<file path="src/rtl/pipe_stage_skid.sv">
// Multi-lane bundle pipeline stage with valid/ready handshake, optional two-entry skid,
// flush/pause from ctrl and a retired-lane counter.
//   state | meaning
//   EMPTY | nothing held, out_valid low
//   ONE   | main entry holds a bundle
//   FULL  | main and skid both hold bundles, upstream stalled (SKID=1 only)
module pipe_stage_skid #(
    parameter int ISSUE_WIDTH = 2,
    parameter int DATA_W      = 64,
    parameter int SKID        = 1,
    parameter int CNT_W       = 32
) (
    input  logic                          clk,
    input  logic                          rst,
    input  logic                          flush,
    input  logic                          pause,
    input  logic                          in_valid,
    input  logic [ISSUE_WIDTH-1:0]        in_lane_valid,
    input  logic [ISSUE_WIDTH*DATA_W-1:0] in_data,
    output logic                          in_ready,
    output logic                          out_valid,
    output logic [ISSUE_WIDTH-1:0]        out_lane_valid,
    output logic [ISSUE_WIDTH*DATA_W-1:0] out_data,
    input  logic                          out_ready,
    output logic [1:0]                    occupancy,
    output logic [CNT_W-1:0]              commit_count
);
    localparam int PW = ISSUE_WIDTH * DATA_W;

    typedef enum logic [1:0] {EMPTY = 2'd0, ONE = 2'd1, FULL = 2'd2} state_t;

    state_t                 state;
    logic                   ready_q;
    logic [ISSUE_WIDTH-1:0] skid_lane_valid;
    logic [PW-1:0]          skid_data;
    logic                   in_fire;
    logic                   out_fire;

    function automatic logic [CNT_W-1:0] popcount(input logic [ISSUE_WIDTH-1:0] v);
        logic [CNT_W-1:0] n;
        n = '0;
        for (int i = 0; i < ISSUE_WIDTH; i++) n = n + CNT_W'(v[i]);
        return n;
    endfunction

    // With the skid, in_ready comes straight from a flop so the upstream ready path is cut.
    always_comb begin
        out_valid = (state != EMPTY) && !pause && !flush;
        in_ready  = (SKID != 0) ? ready_q : ((state == EMPTY) || (out_ready && !pause));
        in_fire   = in_valid && in_ready && !flush;
        out_fire  = out_valid && out_ready;
    end

    assign occupancy = state;

    always_ff @(posedge clk or posedge rst) begin
        if (rst) begin
            state           <= EMPTY;
            ready_q         <= 1'b1;
            out_lane_valid  <= '0;
            out_data        <= '0;
            skid_lane_valid <= '0;
            skid_data       <= '0;
            commit_count    <= '0;
        end else if (flush) begin
            state           <= EMPTY;
            ready_q         <= 1'b1;
            out_lane_valid  <= '0;
            out_data        <= '0;
            skid_lane_valid <= '0;
            skid_data       <= '0;
        end else begin
            if (out_fire) commit_count <= commit_count + popcount(out_lane_valid);
            case (state)
                EMPTY: begin
                    if (in_fire) begin
                        out_lane_valid <= in_lane_valid;
                        out_data       <= in_data;
                        state          <= ONE;
                    end
                end
                ONE: begin
                    // Without a skid, in_fire in ONE implies out_fire, so main is simply replaced.
                    if (in_fire && (out_fire || SKID == 0)) begin
                        out_lane_valid <= in_lane_valid;
                        out_data       <= in_data;
                    end else if (in_fire) begin
                        skid_lane_valid <= in_lane_valid;
                        skid_data       <= in_data;
                        state           <= FULL;
                        ready_q         <= 1'b0;
                    end else if (out_fire) begin
                        state <= EMPTY;
                    end
                end
                FULL: begin
                    if (out_fire) begin
                        out_lane_valid  <= skid_lane_valid;
                        out_data        <= skid_data;
                        skid_lane_valid <= '0;
                        skid_data       <= '0;
                        state           <= ONE;
                        ready_q         <= 1'b1;
                    end
                end
                default: begin
                    state   <= EMPTY;
                    ready_q <= 1'b1;
                end
            endcase
        end
    end
endmodule

</file>
<file path="config.mk">
export PLATFORM = sky130hd
export DESIGN_NAME = pipe_stage_skid
export DESIGN_NICKNAME = d
export VERILOG_FILES = /design/src/rtl/pipe_stage_skid.sv
export SDC_FILE = /design/constraint.sdc
export NUM_CORES = 1
export LEC_CHECK = 0
export BUFFER_PORTS_ARGS = -buffer_cell sky130_fd_sc_hd__buf_2
export CORE_MARGIN = 2
export CORE_UTILIZATION = 50
export CTS_BUF_LIST = sky130_fd_sc_hd__clkbuf_4 sky130_fd_sc_hd__clkbuf_8 sky130_fd_sc_hd__clkbuf_16
export CTS_CLUSTER_DIAMETER = 120
export DETAILED_ROUTE_END_ITERATION = 10
export PLACE_DENSITY = 0.79
export SLEW_MARGIN = 20
export SYNTH_ARGS = -nofsm -noshare
export SYNTH_HDL_FRONTEND = slang
export SYNTH_SLANG_ARGS = --single-unit
</file>
<file path="constraint.sdc">
create_clock -name clk -period 13 [get_ports clk]
set_input_delay 0.65 -clock clk [delete_from_list [all_inputs] [get_ports clk]]
set_output_delay 0.65 -clock clk [all_outputs]
set_load 0.05 [all_outputs]
</file>
==> results.md <==
Logic synthesis:
- The number of synthesis warnings is 0.
- The number of register bits inferred by synthesis is 295.
- Summed over its instances, the top area cell type makes up 52.59% of the synthesized netlist area.
- The per-instance average area after synthesis is 10.70 sq um.
- By area the synthesized netlist is led by sky130_fd_sc_hd__dfrtp_1 53%, sky130_fd_sc_hd__mux2i_1 19%, sky130_fd_sc_hd__a211oi_1 7.0%.
- The synthesized net count is 1449.
- The sequential fraction of the synthesis area is 52.78%.
- Of all flip-flops after synthesis, the portion carrying an async set or reset was 100.0%.
- The main flop type after synthesis is sky130_fd_sc_hd__dfrtp_1.
- The post-synthesis instance total is 1307.
- sky130_fd_sc_hd__dfrtp_1 takes more of the synthesized area than any other cell.
- The combined area of all synthesized cells is 13990 sq um.
- After synthesis, the netlist uses 34 different library cells.
- The number of enable flip-flop cells after synthesis is 0.

Timing:
- The worst hold margin is 0.3054 ns.
- Of the available clock period, the critical path in the final layout requires 32.46%.
- At the pin with the least slew margin, the transition time is 1.106 ns.
- Setup violations remaining at the end of the flow were counted as 0.
- Setup repair after global routing left no endpoint under its margin.
- After layout, the worst setup slack is 8.781 ns.
- The final hold violation count was 0.
- For the finished layout, the period the worst path requires is 4.219 ns.
- Adding up every negative setup slack in the final design gives 0 ns.
- The normalized max-slew margin is 26.24%.
- Across the routed clock network, the largest skew measured is 0.01004 ns.
- The maximum operating frequency is 237.0 MHz.
- The number of slew-limit violations in the final report is 0.

Setup path:
- At the worst endpoint, the arrival time is 4.63 ns.
- The worst setup path is launched from a flop.
- The data required time at the worst endpoint is 13.41 ns.
- The critical path class is flop to flop.
- The element type at the critical path end is a flop.
- The top fanout value on the critical path is 61.

Status:
- The run finished with clean final reports.

Global route:
- The pin count of the biggest net entering global routing is 183.
- The global router's overall resource usage is 23.59%.
- The total overflow left after global routing is 0.
- The initial antenna violation count is 8.
- The via count of the first global-routing pass came to 10910.
- The first global-routing pass estimated 55.82 mm of wire.

Placed design:
- The final weighted congestion in routability-driven placement is 0.7814.
- During placement, the flow inserted port buffers numbering 301.
- The placed instances occupy a cell area of 15630 sq um.
- Timing analysis after detailed placement gives a worst setup slack of 8.581 ns.
- The HPWL after detailed placement is 21.54 mm.
- The placed cell count is 1897.

Finish:
- The final-layout fill cell count is 2293.
- The count of placed standard cells in the final layout, fillers left out is 1964.
- The fraction of layout instances using a drive strength above 1 is 24.57%.
- The post-layout instance area is 16830 sq um.
- Compared with the post-synthesis result, the final layout area differs by 20.32%.
- At the end of the flow, the number of nets in the layout was 1697.

Power and ir drop:
- In this run switching power makes up 43.10% of total power.
- The part of the power in combinational logic is 41.5%.
- The total leakage power is 8.141 nW.
- The peak ir drop on the vdd network is 0.1442 mV.
- The switching power summed over all nets is 0.001669 W.
- The fraction of power consumed by sequential logic is 33.0%.
- In this run, the clock network consumes 25.5% of the power.
- The internal power contribution is 0.002203 W.
- Dividing total power by cell area gives a power density of 230.1 nW/um^2.

Route:
- Wire segments on met2 add up to 17.12 mm in the final route.
- The routed design uses 2.326 mm of met3 wire.
- The final route contains 10810 vias.
- The highest metal layer with signal wires is met5.
- The post-detailed-route count of antenna-violating nets is 0.
- The residual DRC count is 0.
- The average wire per cell in the routed design is 18.06 microns.
- In the routed layout, each cell is associated on average with a via count of 5.506.
- The wire length on met1 is 14.84 mm.
- The pre-antenna-repair detailed-routing pass consisted of 5 iterations.
- The first-iteration detailed-routing DRC count is 924.
- Summed over all layers, the routed wires come to 35.46 mm.

Clock tree:
- The longest clock path from root to sink contains 3 buffers.
- The clock-pin slew on the worst setup and hold paths is 0.06 ns.
- Clock tree synthesis inserted a total of 34 buffers.
- In this run, post-CTS repair resized a total of 0 instances.
- The clock drives 295 sinks.
- The root buffer cell is sky130_fd_sc_hd__clkbuf_16.
- The number of setup buffers added after CTS is 0.
- In this run, post-CTS hold repair placed 0 buffers.
- The TritonCTS clock tree is built.
- The H-tree generated during clock tree synthesis spans 2 levels.
- The clock latency on the worst-skew pair is 0.50 ns.

Floorplan:
- The placeable core area is 27630 sq um.
- The die outline width is 171.3 microns.
- In this run the count of I/O pins placed on the die edge is 302.
- The starting density of the core is 50.63%.
- The total die area is 29330 sq um.
- The vertical die dimension is 171.3 microns.
- The number of placement rows is 61.

Worst hold path:
- The min-delay analysis places its worst path in the category input port to asynchronous set/reset pin.

Flow run:
- The total of max-cap violations is 0.
-- registers in the layout, indices dropped and copies added (netlist names) --
register         count
out_data           128
in_ready             1
occupancy            2
skid_data          128
skid_lane_valid      2
commit_count        32
out_lane_valid       2
-- final timing paths --
path | startpoint | to | slack (ns) | cells past startpoint
worst min-delay path | rst | out_data[20] | 0.31 | 2
worst max-delay path | occupancy[0] | skid_data[97] | 8.78 | 8
worst min register to register | commit_count[31] | commit_count[31] | 0.47 | 1
max in group asynchronous | rst | out_data[18] | 11.14 | 3
worst max register to register | occupancy[0] | skid_data[97] | 8.78 | 8
min in group clk | in_data[82] | skid_data[82] | 0.39 | 3
-- cells in the mapped netlist (2+ instances only) --
cell type	count
sky130_fd_sc_hd__dfrtp_1	294
sky130_fd_sc_hd__mux2i_1	260
sky130_fd_sc_hd__inv_1	140
sky130_fd_sc_hd__nand2_1	140
sky130_fd_sc_hd__a21oi_1	132
sky130_fd_sc_hd__a211oi_1	130
sky130_fd_sc_hd__clkbuf_1	48
sky130_fd_sc_hd__buf_2	43
sky130_fd_sc_hd__xnor2_1	26
sky130_fd_sc_hd__nand3_1	17
sky130_fd_sc_hd__nand4_1	11
sky130_fd_sc_hd__nor2_1	11
sky130_fd_sc_hd__buf_6	10
sky130_fd_sc_hd__and3_1	6
sky130_fd_sc_hd__ha_1	5
sky130_fd_sc_hd__nor3_1	5
sky130_fd_sc_hd__xor2_1	5
sky130_fd_sc_hd__and4_1	3
sky130_fd_sc_hd__mux2_2	3
sky130_fd_sc_hd__nor4_1	3
sky130_fd_sc_hd__buf_4	2
-- cell type report --
class | count | area [sq um] | area share, %
tap | 378 | 473.0 | 2.810
sequential | 295 | 7383 | 43.86
antenna | 7 | 17.52 | 0.1041
inverter | 140 | 533.0 | 3.167
multi-input combinational | 768 | 5602 | 33.28
timing repair buffer | 316 | 1634 | 9.708
clock buffer | 54 | 1129 | 6.705
clock inverter | 6 | 61.31 | 0.3642
-- power by group through the flow --
stage / clock network, W / registers (W) / logic (W)
2_1_floorplan: 0 / 0.00176 / 0.000787
5_1_grt: 0.00104 / 0.00130 / 0.00173
4_1_cts: 0.00101 / 0.00128 / 0.00162
3_3_place_gp: 0 / 0.00128 / 0.00158
3_5_place_dp: 0 / 0.00129 / 0.00161
6_report: 0.000986 / 0.00128 / 0.00161
-- per-layer routing --
layer  vias up  GRT usage (%)
met1      5375          29.90
met2       347          39.18
met5         -              0
met4         6          9.433
li1       4998              -
met3        87          5.522
-- cells by family (layout without fill, tap and decap cells) --
kind of cell | Yosys count | after routing | synth area share [%]
AO/OA/AOI/OAI | 268 | 268 | 12.18
flip-flops | 295 | 295 | 52.78
multiplexers | 263 | 263 | 18.84
XOR/XNOR | 31 | 31 | 1.941
other | 0 | 7 | 0
AND/OR/NAND/NOR | 200 | 200 | 6.144
buffers and inverters | 244 | 516 | 7.522
adder cells (fa/ha/maj) | 6 | 6 | 0.5903
-- through the flow --
| step | total power, W | utilization (%) |
|---|---|---|
| floorplan | 0.002545 | - |
| global placement | 0.002855 | 56.55 |
| CTS | 0.003896 | 60.86 |
| finish | 0.003873 | 60.92 |
| detailed placement | 0.002899 | 56.55 |
| global route | 0.004069 | 60.90 |
-- critical path: stages (launching register included) --
cell                       delay, ns
sky130_fd_sc_hd__dfrtp_1        0.43
sky130_fd_sc_hd__inv_1          0.16
sky130_fd_sc_hd__ha_4           0.35
sky130_fd_sc_hd__buf_4          0.91
sky130_fd_sc_hd__nor2_1         0.20
sky130_fd_sc_hd__a211oi_4       0.30
sky130_fd_sc_hd__buf_4          0.64
sky130_fd_sc_hd__buf_4          0.78
sky130_fd_sc_hd__mux2i_1        0.28
-- layout by cell type (no fill, tap or decap), drive strengths merged, types with 2 or more instances in the layout --
master	count
a211oi	131
a21oi	132
and3	6
and4	3
buf	316
clkbuf	54
clkinv	4
dfrtp	294
diode	7
ha	5
inv	140
mux2	3
mux2i	260
nand2	140
nand3	17
nand4	11
nor2	11
nor3	5
nor4	3
o21ai	2
xnor2	26
xor2	5
No activity file was read; power rests on OpenSTA's default activity.
